[config.mk]
export PLATFORM = sky130hd
export DESIGN_NAME = muldiv_seq
export DESIGN_NICKNAME = d
export VERILOG_FILES = /design/src/rtl/muldiv_seq.sv
export SDC_FILE = /design/constraint.sdc
export NUM_CORES = 1
export LEC_CHECK = 0
export BUFFER_PORTS_ARGS = -buffer_cell sky130_fd_sc_hd__buf_4
export CORE_MARGIN = 3
export CORE_UTILIZATION = 45
export DETAILED_ROUTE_END_ITERATION = 10
export PLACE_DENSITY = 0.75
export SYNTH_ARGS = -nofsm -noshare
export SYNTH_HDL_FRONTEND = slang
export SYNTH_SLANG_ARGS = --single-unit
[constraint.sdc]
create_clock -name clk -period 3.4 [get_ports clk]
set_input_delay 0.68 -clock clk [delete_from_list [all_inputs] [get_ports clk]]
set_output_delay 0.68 -clock clk [all_outputs]
set_load 0.02 [all_outputs]
[src/rtl/muldiv_seq.sv]
// muldiv_seq: iterative RV32M/RV64M multiply/divide unit.
// A radix-2 shift-add multiplier and a restoring divider share one
// accumulator pair {acc_hi, acc_lo}. An op takes XLEN step cycles plus
// one sign-correction cycle. Divide-by-zero and signed overflow finish
// straight from IDLE.
// Optional build macro MULDIV_EARLY_OUT_EN: also finishes trivial
// multiplies (a zero operand) and divides with |rs1| < |rs2| straight
// from IDLE. Results are the same with or without it.
module muldiv_seq #(
  parameter int XLEN  = 32,
  parameter int TAG_W = 5
) (
  input  logic             clk,
  input  logic             rst_n,
  input  logic             in_valid,
  output logic             in_ready,
  input  logic [2:0]       op,
  input  logic [XLEN-1:0]  rs1_val,
  input  logic [XLEN-1:0]  rs2_val,
  input  logic [TAG_W-1:0] tag_in,
  input  logic             flush,
  output logic             out_valid,
  input  logic             out_ready,
  output logic [XLEN-1:0]  result,
  output logic [TAG_W-1:0] tag_out,
  output logic             busy
);

  localparam int CNT_W = $clog2(XLEN + 1);
  localparam logic [XLEN-1:0] MIN_NEG = {1'b1, {(XLEN-1){1'b0}}};

  localparam logic [2:0] OP_MUL    = 3'd0;
  localparam logic [2:0] OP_MULH   = 3'd1;
  localparam logic [2:0] OP_MULHSU = 3'd2;
  localparam logic [2:0] OP_DIV    = 3'd4;
  localparam logic [2:0] OP_REM    = 3'd6;

  typedef enum logic [1:0] {IDLE, CALC, DONE} state_t;

  state_t               state, state_n;
  logic [2:0]           op_q;
  logic [TAG_W-1:0]     tag_q;
  logic [CNT_W-1:0]     cnt;
  logic                 neg_q;
  logic [XLEN-1:0]      acc_hi, acc_lo, opb;
  logic [XLEN-1:0]      result_q;

  // Two's-complement magnitude/sign helpers.
  function automatic logic [XLEN-1:0] cond_neg(input logic [XLEN-1:0] v, input logic neg);
    return neg ? -v : v;
  endfunction

  function automatic logic [2*XLEN-1:0] cond_neg2(input logic [2*XLEN-1:0] v, input logic neg);
    return neg ? -v : v;
  endfunction

  // Operand decode on the request side.
  logic            a_signed, b_signed, a_neg, b_neg;
  logic [XLEN-1:0] a_abs, b_abs;
  logic            div_zero, div_ovf, accept;

  assign a_signed = (op == OP_MULH) || (op == OP_MULHSU) || (op == OP_DIV) || (op == OP_REM);
  assign b_signed = (op == OP_MULH) || (op == OP_DIV) || (op == OP_REM);
  assign a_neg    = a_signed & rs1_val[XLEN-1];
  assign b_neg    = b_signed & rs2_val[XLEN-1];
  assign a_abs    = cond_neg(rs1_val, a_neg);
  assign b_abs    = cond_neg(rs2_val, b_neg);
  assign div_zero = op[2] && (rs2_val == '0);
  assign div_ovf  = ((op == OP_DIV) || (op == OP_REM)) && (rs1_val == MIN_NEG) && (rs2_val == '1);
  assign accept   = (state == IDLE) && in_valid && !flush;

  // Results that need no iteration: op[1] distinguishes REM* from DIV*.
  logic            fast_hit;
  logic [XLEN-1:0] fast_res;
  always_comb begin
    fast_hit = 1'b0;
    fast_res = '0;
    if (div_zero) begin
      fast_hit = 1'b1;
      fast_res = op[1] ? rs1_val : '1;
    end else if (div_ovf) begin
      fast_hit = 1'b1;
      fast_res = op[1] ? '0 : rs1_val;
    end
`ifdef MULDIV_EARLY_OUT_EN
    else if (!op[2] && ((rs1_val == '0) || (rs2_val == '0))) begin
      fast_hit = 1'b1;
      fast_res = '0;
    end else if (op[2] && (a_abs < b_abs)) begin
      fast_hit = 1'b1;
      fast_res = op[1] ? rs1_val : '0;
    end
`endif
  end

  // One iteration step of the shared datapath plus the final sign fix-up.
  logic [XLEN:0]     mul_sum, div_shift;
  logic [XLEN-1:0]   div_diff, acc_hi_step, acc_lo_step;
  logic              div_ge;
  logic [2*XLEN-1:0] prod;
  logic [XLEN-1:0]   final_res;
  always_comb begin
    mul_sum   = {1'b0, acc_hi} + {1'b0, (acc_lo[0] ? opb : '0)};
    div_shift = {acc_hi, acc_lo[XLEN-1]};
    div_ge    = div_shift >= {1'b0, opb};
    div_diff  = div_shift[XLEN-1:0] - opb;
    if (op_q[2]) begin
      acc_hi_step = div_ge ? div_diff : div_shift[XLEN-1:0];
      acc_lo_step = {acc_lo[XLEN-2:0], div_ge};
    end else begin
      acc_hi_step = mul_sum[XLEN:1];
      acc_lo_step = {mul_sum[0], acc_lo[XLEN-1:1]};
    end
    prod = cond_neg2({acc_hi, acc_lo}, neg_q);
    if (op_q[2])
      final_res = cond_neg(op_q[1] ? acc_hi : acc_lo, neg_q);
    else
      final_res = (op_q == OP_MUL) ? prod[XLEN-1:0] : prod[2*XLEN-1:XLEN];
  end

  // State register.
  always_ff @(posedge clk or negedge rst_n) begin
    if (!rst_n) state <= IDLE;
    else        state <= state_n;
  end

  // Next-state logic and handshake outputs.
  always_comb begin
    state_n   = state;
    in_ready  = 1'b0;
    out_valid = 1'b0;
    busy      = 1'b1;
    case (state)
      IDLE: begin
        in_ready = 1'b1;
        busy     = 1'b0;
        if (accept) state_n = fast_hit ? DONE : CALC;
      end
      CALC: begin
        if (flush)            state_n = IDLE;
        else if (cnt == '0)   state_n = DONE;
      end
      DONE: begin
        out_valid = 1'b1;
        if (flush || out_ready) state_n = IDLE;
      end
      default: state_n = IDLE;
    endcase
  end

  // Operand capture, iteration and result register.
  always_ff @(posedge clk or negedge rst_n) begin
    if (!rst_n) begin
      op_q     <= '0;
      tag_q    <= '0;
      cnt      <= '0;
      neg_q    <= 1'b0;
      acc_hi   <= '0;
      acc_lo   <= '0;
      opb      <= '0;
      result_q <= '0;
    end else if (accept) begin
      op_q   <= op;
      tag_q  <= tag_in;
      cnt    <= CNT_W'(XLEN);
      neg_q  <= (op[2] && op[1]) ? a_neg : (a_neg ^ b_neg);
      acc_hi <= '0;
      acc_lo <= op[2] ? a_abs : b_abs;
      opb    <= op[2] ? b_abs : a_abs;
      if (fast_hit) result_q <= fast_res;
    end else if ((state == CALC) && !flush) begin
      if (cnt != '0) begin
        acc_hi <= acc_hi_step;
        acc_lo <= acc_lo_step;
        cnt    <= cnt - CNT_W'(1);
      end else begin
        result_q <= final_res;
      end
    end
  end

  assign result  = result_q;
  assign tag_out = tag_q;

endmodule

==> impl_metrics.toml <==
[outcome]
status = "completed"

[yosys]
synth_cell_type_count = 83
synth_most_common_cell = "nand2_1"
syn_inst = 2151
syn_nets = 2301
yosys-top-cells-count = "nand2_1, nor2_1, o21ai_0"
syn_area_per_cell_um2 = 7.41
ys_seq_elements = 145
yosys_warnings = 0
synthTopCellsByArea = "dfrtp_1, xnor2_1, o21ai_0, ha_1, a21oi_1"
synth_area_mm2 = 0.0159
yosys.area.top_type = "dfrtp_1"
synth_flop_cell = "dfrtp_1"
yosysSeqAreaShare = 0.228
synthArstFlopShare = 1.00
synth-edff-count = 0
yosys.area.top_type_share = 0.228

[sta]
worst_pin_slew_ns = 0.994
rsz0062_at_grt = "true"
period_share = 0.973
final.min_clock_period_ns = 3.31
fmax_ghz = 0.302
hold_viol_final = 0
skew_ns = 0.0155
finalSetupViolations = 0
slew-limit-headroom = 0.335
final-max-slew-violation-count = 0

[power]
ir_worst_vdd_v = 0.000559
power.internal_mw = 8.70
leakagePower_nw = 8.22
switching_share = 0.504
powerDensity_mw_per_mm2 = 932
p_comb_frac = 0.705
total_power_mw = 17.6
clkPwrFrac = 0.114
power_frac_seq = 0.182
switchingPower_mw = 8.85

[detailed_routing]
first_pass_iters = 6
wl_per_cell_um = 22.3
antenna_left = 0
wl_um = 61400
vias_per_cell = 6.34
route.detailed.drc = 0
drtIter0Drc = 1944
vias = 17500

[placement]
port-buffer-count = 116
place_inst = 2722
hpwlAfterDp_um = 47900
gp_congestion = 1.04

[floorplanning]
fp.dieH_um = 194
io_pins = 117
core_mm2 = 0.0347
rows = 68
initial_core_util = 0.459
die-area_mm2 = 0.0377
die_w_um = 194

[clock_tree]
cts_hold_buf = 0
root_buffer = "clkbuf_16"
cts_buffers = 17
cts_tree = "yes"
cts.reportedPaths.clkPinSlew_ns = 0.07
clkLatencyLatePin_ns = 0.45
clock_sinks = 145
clk_path_buf_depth = 2
htreeDepth = 4

[grt]
grt_max_degree = 73
grt_pass1_wl_um = 93500
grt_pass1_vias = 16200
overflow = 0
antenna_found_initial = 1
grtUsageTotal = 0.312

[worst_setup_path]
setup.worst_path.class = "reg -> reg"
worstPathArrival_ns = 3.63
cp_data_required_time_ns = 3.72
critPathMaxFanout = 9
cp-start-kind = "flop"
crit_path_end_kind = "flop"

[worst_hold_path]
hp-class = "in -> async"

[final_layout]
antennaDiodeCount = 0
area_growth_pct = 18.2
nets = 2437
layoutNonFillerInstCount = 2754
drive_above_1_share = 0.172

[flow_run]
cap_violations = 0
## metal layers
layer  GRT usage  up-vias  share of wire
li1            -     8067              -
met1       0.432     8423           0.42
met2       0.484      833           0.45
met3      0.0520      147          0.081
met4       0.125        2          0.046
met5           0        -        0.00020
## state kept, by name, summed over array words and instances (netlist names)
name and flops:
opb 32, state 2, result 32, op_q 3
cnt 6, tag_out 5, acc_lo 32, acc_hi 32
neg_q 1
## power groups by stage
stage	Combinational [mW]	Clock [mW]	Sequential (mW)
floorplan	8.03	0	3.06
global placement	11.8	0	3.16
detailed placement	11.9	0	3.18
CTS	12.0	2.00	3.15
global route	13.4	2.07	3.26
finish	12.4	2.00	3.19
## per-stage QoR
step / TNS (ns) / cell area, um^2 / utilization / hold slack [ns] / worst slack [ns]
CTS: 0 / 18700 / 0.538 / 0.152 / 0.0518
global route: -0.0466 / 18800 / 0.543 / 0.170 / -0.0246
global placement: 0 / 18100 / 0.521 / 0.462 / 0.0617
floorplan: 0 / 15900 / - / 0.384 / 0.0761
detailed placement: -0.0882 / 18100 / 0.521 / 0.472 / -0.0766
finish: 0 / 18800 / 0.543 / 0.142 / 0.0907
## cells in the final DEF (no fill, tap or decap), drive strengths merged, types with 45 or more instances in the layout
master and instances:
o211ai 68, nor3 54, dfrtp 145, nor2 209, inv 76, ha 71, nand2 218, o21ai 207
xor2 76, mux2i 72, a21oi 172, buf 284, xnor2 121, nand3 45
## path summary, 6_finish.rpt
kind,slack (ns),endpoint,depth (start not counted),from
setup / recovery,0.09,acc_hi[27]$_DFFE_PN0P_,16,acc_lo[0]$_DFFE_PN0P_
hold / removal,0.14,acc_lo[6]$_DFFE_PN0P_,1,rst_n
setup reg to reg,0.09,acc_hi[27]$_DFFE_PN0P_,16,acc_lo[0]$_DFFE_PN0P_
hold reg to reg,0.48,opb[15]$_DFFE_PN0P_,2,opb[15]$_DFFE_PN0P_
max in group asynchronous,2.34,acc_hi[9]$_DFFE_PN0P_,2,rst_n
min in group clk,0.42,state[1]$_DFFE_PN0P_,2,flush
## timing repair
action | 4_1_cts | 5_1_grt
gates resized for setup | 1 | 33
setup buffers | 0 | 1
pin swaps | 0 | 6
endpoints found under the setup margin | 1 | 31
## critical path, cell delays in order (launching register included)
cell      delay [ns]
dfrtp_1         0.39
buf_4           0.17
and2_1          0.15
ha_1            0.22
inv_1           0.08
fa_1            0.20
nor2b_2         0.06
o31a_1          0.37
o211ai_1        0.29
o211ai_1        0.21
buf_4           0.19
o211ai_1        0.19
buf_4           0.17
nand2_1         0.06
nor2_2          0.10
xor2_1          0.19
o221ai_1        0.14
## kinds of logic (layout without fill, tap and decap cells)
| group | Yosys count | count (layout) | synth area share |
|---|---|---|---|
| compound gates | 688 | 688 | 0.272 |
| xor+xnor | 197 | 197 | 0.108 |
| fa+ha+maj | 73 | 73 | 0.0583 |
| buf+inv | 242 | 390 | 0.0597 |
| flops | 145 | 145 | 0.228 |
| mux | 88 | 88 | 0.0565 |
| simple gates | 718 | 718 | 0.217 |
## final cells by class
type | count | area [um^2]
Fill cell | 3353 | 15900
Tap cell | 455 | 569
Inverter | 75 | 282
Sequential cell | 145 | 3640
Clock buffer | 20 | 467
Multi-Input combinational cell | 1764 | 11500
Timing Repair Buffer | 284 | 2240
Clock inverter | 11 | 128
Note: power is estimated with default switching activity, not from simulation.
